**src/rtl/rca_eval_pkg.sv**
```systemverilog
// Shared definitions for the approximate-adder characterization stages:
// operand/sum widths, the batch FSM state type and width helpers.
package rca_eval_pkg;

  localparam int unsigned OP_W  = 9;
  localparam int unsigned SUM_W = OP_W + 1;

  typedef enum logic [1:0] {
    ST_IDLE = 2'd0,
    ST_RUN  = 2'd1,
    ST_DONE = 2'd2
  } state_e;

  // log2 of a power-of-two batch length
  function automatic int unsigned ln_of(input int unsigned n);
    return $clog2(n);
  endfunction

  // Width of an accumulator that sums n values of sum_w bits without overflow
  function automatic int unsigned acc_w(input int unsigned sum_w, input int unsigned n);
    return sum_w + $clog2(n);
  endfunction

endpackage

```
**src/rtl/error_distance.sv**
```systemverilog
// Combinational error distance between the exact sum a+b and an approximate sum.
module error_distance #(
  parameter int unsigned OP_W = rca_eval_pkg::OP_W
) (
  input  logic [OP_W-1:0] a,
  input  logic [OP_W-1:0] b,
  input  logic [OP_W:0]   s_apx,
  output logic [OP_W:0]   ed,
  output logic            nz
);

  logic [OP_W:0] exact_c;

  // Absolute difference so an over-estimating adder also yields a positive distance
  always_comb begin
    exact_c = {1'b0, a} + {1'b0, b};
    ed      = (exact_c >= s_apx) ? (exact_c - s_apx) : (s_apx - exact_c);
    nz      = |ed;
  end

endmodule

```
**src/rtl/rca_error_monitor.sv**
```systemverilog
// Batch error-statistics monitor for the approximate ripple-carry adder:
// two-stage pipeline into accumulators, results held until the next start.
module rca_error_monitor #(
  parameter  int unsigned N_SAMPLES = 256,
  parameter  int unsigned OP_W      = rca_eval_pkg::OP_W,
  localparam int unsigned LN        = rca_eval_pkg::ln_of(N_SAMPLES),
  localparam int unsigned SUM_W     = OP_W + 1,
  localparam int unsigned ACC_W     = rca_eval_pkg::acc_w(OP_W + 1, N_SAMPLES)
) (
  input  logic             clk,
  input  logic             rst_n,
  input  logic             start,
  input  logic             in_valid,
  output logic             in_ready,
  input  logic [OP_W-1:0]  a,
  input  logic [OP_W-1:0]  b,
  input  logic [SUM_W-1:0] s_apx,
  output logic             busy,
  output logic             done,
  output logic [LN:0]      err_count,
  output logic [ACC_W-1:0] sum_ed,
  output logic [SUM_W-1:0] max_ed,
  output logic [SUM_W-1:0] med
);
  import rca_eval_pkg::*;

  localparam int unsigned CNT_W = LN + 1;
  localparam logic [CNT_W-1:0] N_CNT = CNT_W'(N_SAMPLES);

  state_e             state_q, state_d;
  logic [CNT_W-1:0]   acc_cnt_q, acc_cnt_d;
  logic [CNT_W-1:0]   com_cnt_q, com_cnt_d;
  logic               p1_valid_q, p1_valid_d;
  logic [OP_W-1:0]    p1_a_q, p1_a_d, p1_b_q, p1_b_d;
  logic [SUM_W-1:0]   p1_s_q, p1_s_d;
  logic               p2_valid_q, p2_valid_d;
  logic               p2_nz_q, p2_nz_d;
  logic [SUM_W-1:0]   p2_ed_q, p2_ed_d;
  logic               in_ready_q, in_ready_d;
  logic               busy_q, busy_d;
  logic               done_q, done_d;
  logic [CNT_W-1:0]   err_count_q, err_count_d;
  logic [ACC_W-1:0]   sum_ed_q, sum_ed_d;
  logic [SUM_W-1:0]   max_ed_q, max_ed_d;
  logic [SUM_W-1:0]   med_q, med_d;
  logic [SUM_W-1:0]   ed_c;
  logic               nz_c;
  logic               accept_c, restart_c, last_commit_c;

  error_distance #(.OP_W(OP_W)) u_error_distance (
    .a     (p1_a_q),
    .b     (p1_b_q),
    .s_apx (p1_s_q),
    .ed    (ed_c),
    .nz    (nz_c)
  );

  // Next-state, pipeline advance and accumulation
  always_comb begin
    state_d     = state_q;
    acc_cnt_d   = acc_cnt_q;
    com_cnt_d   = com_cnt_q;
    p1_valid_d  = 1'b0;
    p1_a_d      = p1_a_q;
    p1_b_d      = p1_b_q;
    p1_s_d      = p1_s_q;
    p2_valid_d  = p1_valid_q;
    p2_nz_d     = p2_nz_q;
    p2_ed_d     = p2_ed_q;
    err_count_d = err_count_q;
    sum_ed_d    = sum_ed_q;
    max_ed_d    = max_ed_q;

    accept_c      = in_valid && in_ready_q;
    restart_c     = start && (state_q != ST_RUN);
    last_commit_c = p2_valid_q && (com_cnt_q == N_CNT - CNT_W'(1));

    case (state_q)
      ST_IDLE: if (start) state_d = ST_RUN;
      ST_RUN:  if (last_commit_c) state_d = ST_DONE;
      ST_DONE: state_d = start ? ST_RUN : ST_IDLE;
      default: state_d = ST_IDLE;
    endcase

    if (accept_c) begin
      p1_valid_d = 1'b1;
      p1_a_d     = a;
      p1_b_d     = b;
      p1_s_d     = s_apx;
      acc_cnt_d  = acc_cnt_q + CNT_W'(1);
    end

    if (p1_valid_q) begin
      p2_ed_d = ed_c;
      p2_nz_d = nz_c;
    end

    if (p2_valid_q) begin
      com_cnt_d   = com_cnt_q + CNT_W'(1);
      err_count_d = err_count_q + CNT_W'(p2_nz_q);
      sum_ed_d    = sum_ed_q + ACC_W'(p2_ed_q);
      if (p2_ed_q > max_ed_q) max_ed_d = p2_ed_q;
    end

    // A new batch wipes the previous batch's statistics at the start edge
    if (restart_c) begin
      acc_cnt_d   = '0;
      com_cnt_d   = '0;
      p1_valid_d  = 1'b0;
      p2_valid_d  = 1'b0;
      err_count_d = '0;
      sum_ed_d    = '0;
      max_ed_d    = '0;
    end

    in_ready_d = (state_d == ST_RUN) && (acc_cnt_d < N_CNT);
    busy_d     = (state_d == ST_RUN);
    done_d     = (state_d == ST_DONE);
    med_d      = SUM_W'(sum_ed_d >> LN);
  end

  always_ff @(posedge clk) begin
    if (!rst_n) begin
      state_q     <= ST_IDLE;
      acc_cnt_q   <= '0;
      com_cnt_q   <= '0;
      p1_valid_q  <= 1'b0;
      p1_a_q      <= '0;
      p1_b_q      <= '0;
      p1_s_q      <= '0;
      p2_valid_q  <= 1'b0;
      p2_nz_q     <= 1'b0;
      p2_ed_q     <= '0;
      in_ready_q  <= 1'b0;
      busy_q      <= 1'b0;
      done_q      <= 1'b0;
      err_count_q <= '0;
      sum_ed_q    <= '0;
      max_ed_q    <= '0;
      med_q       <= '0;
    end else begin
      state_q     <= state_d;
      acc_cnt_q   <= acc_cnt_d;
      com_cnt_q   <= com_cnt_d;
      p1_valid_q  <= p1_valid_d;
      p1_a_q      <= p1_a_d;
      p1_b_q      <= p1_b_d;
      p1_s_q      <= p1_s_d;
      p2_valid_q  <= p2_valid_d;
      p2_nz_q     <= p2_nz_d;
      p2_ed_q     <= p2_ed_d;
      in_ready_q  <= in_ready_d;
      busy_q      <= busy_d;
      done_q      <= done_d;
      err_count_q <= err_count_d;
      sum_ed_q    <= sum_ed_d;
      max_ed_q    <= max_ed_d;
      med_q       <= med_d;
    end
  end

  assign in_ready  = in_ready_q;
  assign busy      = busy_q;
  assign done      = done_q;
  assign err_count = err_count_q;
  assign sum_ed    = sum_ed_q;
  assign max_ed    = max_ed_q;
  assign med       = med_q;

endmodule

```
**config.mk**
```make
export PLATFORM = sky130hd
export DESIGN_NAME = rca_error_monitor
export DESIGN_NICKNAME = d
export VERILOG_FILES = /design/src/rtl/rca_eval_pkg.sv /design/src/rtl/error_distance.sv /design/src/rtl/rca_error_monitor.sv
export SDC_FILE = /design/constraint.sdc
export NUM_CORES = 1
export LEC_CHECK = 0
export CAP_MARGIN = 5
export CORE_MARGIN = 2
export CORE_UTILIZATION = 60
export CTS_CLUSTER_SIZE = 24
export DETAILED_ROUTE_END_ITERATION = 7
export GPL_TIMING_DRIVEN = 0
export PLACE_DENSITY = 0.89
export RECOVER_POWER = 25
export SYNTH_ARGS = -nofsm -noshare
export SYNTH_HDL_FRONTEND = slang
export SYNTH_HIERARCHICAL = 1
export SYNTH_SLANG_ARGS = --single-unit
export TNS_END_PERCENT = 50
```
**constraint.sdc**
```tcl
create_clock -name clk -period 5.85 [get_ports clk]
set_input_delay 1.4625 -clock clk [delete_from_list [all_inputs] [get_ports clk]]
set_output_delay 1.4625 -clock clk [all_outputs]
set_load 0.05 [all_outputs]
```
==> metrics.txt <==
startpoint types=flip-flop; routed vias=between 5000 and 6000; Hold Crit Class=flip-flop to flip-flop; DR pass1 iterations=5; CTS-repair resized insts=0; worst slew pin tran=828 ps; clock-pin transition on the worst setup and hold timing paths=110 ps; clk buf depth=2; core area=9770 um^2; register area share after synthesis=33.5%; worst path cell trace=ha_1 > fa_1 > a21oi_1 > nor2_1 > nor2_1 > o21bai_1 > a21oi_1 > o21ai_0 > xor2_1 > ha_1 > nand3_1 > nor3_1 > a211o_1 > buf_6 > mux2i_1 > xnor2_1 > nor3_1 > nand4b_1 > mux2i_1 > nor2b_1; Clk network pwr share=29.6%; GRT Overall Usage=26.0%; arrival time of the worst setup path=approximately 4700 ps; Leak=2.74 nW; r2r endpoint=p2_nz_q; io pins=82; Die ar.=10900 um^2; initial antenna violation count=0; share of cells above drive strength 1=7.39%; most numerous cell in the Yosys netlist=dfxtp_1; ranking of synthesized cells by area=dfxtp_1 (34%), ha_1 (11%), nand2_1 (5.7%); HP Start=p1_a_q[3]; sequential power share=47.3%; post-synth top area cell=dfxtp_1; fin worst setup slack=roughly 1400 ps; Pwr Density=209 nW/um^2; max-capacitance violation count=0; Root Buffer=clkbuf_8; EDFF count, synth=0; Min-Delay Endpoint=p1_a_q[3]; CTS Buf Count=9; Layout Nets=between 800 and 900; Place WS=1520 ps; Worst R2R Start=p1_a_q[0]; Sink Count=101; worst path bufs/invs=1; Die X=between 100 and 150 um; synthesized area=about 6000 um^2; Slowest cell on crit path=fa_1; GP Congestion=0.911; crit path time final=4400 ps; max-slew violations=0; period utilization=75.3%; Switching Share=between 30% and 40%; largest net degree at the start of global routing=21; Via density=5.69; worst rel slew slack=44.3%; Switch Pwr=480 uW; r2r setup slk=1450 ps; FF+latch count, synth=101; DRT antenna net count=0; Top delay family on crit path=simple AND/OR/NAND/NOR gates; grt ovf=0; DRC violations left=0; Layout Area Growth over Synthesis=19.4%; Async SR Flop Fraction=0%; Crit Path Max Fanout=10; WHS Path Cells=2; antenna cells=0; WL/cell=15.1 um; Rows=36; nature of the critical path endpoint=flip-flop; fill cell count=768; Worst EP required=6120 ps; skew final=20.6 ps; CTS Hold Bufs=0; Post-synth top cells=dfxtp_1 (101), nand2_1 (91), ha_1 (53), a21oi_1 (47), nor2_1 (42); Die H=104 um; first-pass GRT wire length=23.6 mm; syn_area_per_cell=between 8 and 9 um^2; syn nets=790; Top FF cell, synth=dfxtp_1; DP Wirelength=11.1 mm; top cell type's share of synthesized area=33.5%; logic gate share of total power=23.1%; Internal=1.03 mW; Post-CTS Setup Inserts=0; unrepaired setup endpoints after global routing=false; H-tree Lvls=3; count of cell types in the netlist=65; Initial Util=about three fifths; final setup TNS=0 ps; status=finished clean; CTS tree=yes; Port Buf Inserts=81; endpoints failing setup=0; max incr delay on CP=410 ps; final hold violation count=0; Peak VDD IR=around 0.00016 V; clk_lat worst skew=370 ps; worst r2r path cells=20; synthesized instance count=between 700 and 800; maximum clock rate=227 MHz; vias in the first global route=roughly 5300; 1st-iter DRT viols=200; WS Path Type=flip-flop to flip-flop; DRT Wirelength=between 10 and 15 mm; yosys warns=6
[worst max path at each step]
stage / start / slack [ps] / depth (start not counted) / to
after CTS: p1_a_q[0] / 1520 / 20 / p2_nz_q
after floorplan: p1_a_q[0] / 2030 / 19 / p2_nz_q
after global placement: p1_a_q[0] / 1700 / 19 / p2_nz_q
final: p1_a_q[0] / 1450 / 20 / p2_nz_q
after detailed placement: p1_a_q[0] / 1520 / 20 / p2_nz_q
after global routing: p1_a_q[0] / 1190 / 20 / p2_nz_q
[worst min-delay path, stage by stage (launching register included)]
cell	delay [ps]
dfxtp_1	330
nand2_1	50
a21boi_0	60
[layer usage]
metal / track usage [%] / share of wire (%) / routed length, um
met1: 30.4 / 42 / 5960
met2: 48.2 / 51 / 7130
met3: 3.63 / 5.0 / 705
met4: 9.27 / 1.7 / 245
met5: 0 / 0 / 0
[cells by family (layout without fill, tap and decap cells)]
family / count (synthesis) / in the layout / synth area share (%)
and+or+nand+nor: 234 / 234 / 19.1
AOI/OAI and AO/OA: 170 / 170 / 19.6
DFF: 101 / 101 / 33.5
buffers and inverters: 79 / 176 / 6.18
adders and majority gates: 57 / 57 / 12.3
xor gates and xnor gates: 34 / 34 / 4.94
muxes: 26 / 26 / 4.34
[placed cells by master, fill, tap and decap left out, types with 4 or more instances in the layout]
cell type / Yosys / routed
a31o_1: 4 / 4
xnor2_1: 18 / 18
nor2b_1: 17 / 17
clkdlybuf4s50_1: 0 / 78
and3_1: 9 / 9
a2111o_1: 5 / 5
o21ai_2: 5 / 4
nand4_1: 14 / 14
buf_4: 11 / 11
mux2i_1: 25 / 25
and2_1: 4 / 4
a21oi_1: 47 / 47
nand2_1: 91 / 91
xor2_1: 16 / 16
nand3_1: 24 / 24
buf_2: 10 / 9
or3_1: 8 / 8
o21a_1: 9 / 9
a211oi_1: 5 / 5
dfxtp_1: 101 / 101
a21o_1: 7 / 7
ha_1: 53 / 53
clkbuf_1: 14 / 15
fa_1: 4 / 4
nor2_1: 42 / 42
o21ai_1: 13 / 13
inv_1: 41 / 41
nor3_1: 6 / 6
nand3b_1: 4 / 4
clkbuf_8: 0 / 9
a21boi_0: 29 / 31
o21ai_0: 15 / 16
[power groups by stage]
stage                     Sequential [mW]  Clock (mW)  Combinational (mW)
final                               0.713       0.447               0.348
after global routing                0.714       0.481               0.379
after CTS                           0.713       0.451               0.346
after detailed placement            0.728           0               0.345
after global placement              0.727           0               0.333
after floorplan                     0.728           0               0.255
[cell type report]
type / count / area (um^2) / area share, %
multi-input combinational: 521 / 3630 / 50.4
clock inverter: 7 / 75.1 / 1.04
buffer: 38 / 218 / 3.02
clock buffer: 9 / 124 / 1.72
timing repair buffer: 81 / 811 / 11.3
tap: 133 / 166 / 2.31
inverter: 41 / 154 / 2.14
sequential: 101 / 2020 / 28.1
[per-stage QoR]
step                power (mW)  utilization (%)  cells  cell area [um^2]  hold WS, ps
floorplan                0.983                -    701              6030          443
global placement          1.06             71.7    915              7010          454
detailed placement        1.07             71.7    915              7010          465
CTS                       1.51             73.7    931              7210          480
global route              1.57             73.7    931              7200          506
finish                    1.51             73.7    931              7200          477
[state kept, by name, summed over array words and instances (netlist names), 2 cells and up]
signal,cells
sum_ed,18
max_ed,10
p1_s_q,10
p2_ed_q,10
acc_cnt_q,9
com_cnt_q,9
err_count,9
p1_a_q,9
p1_b_q,9
state_q,2
Power figures use the tool's default switching activity.
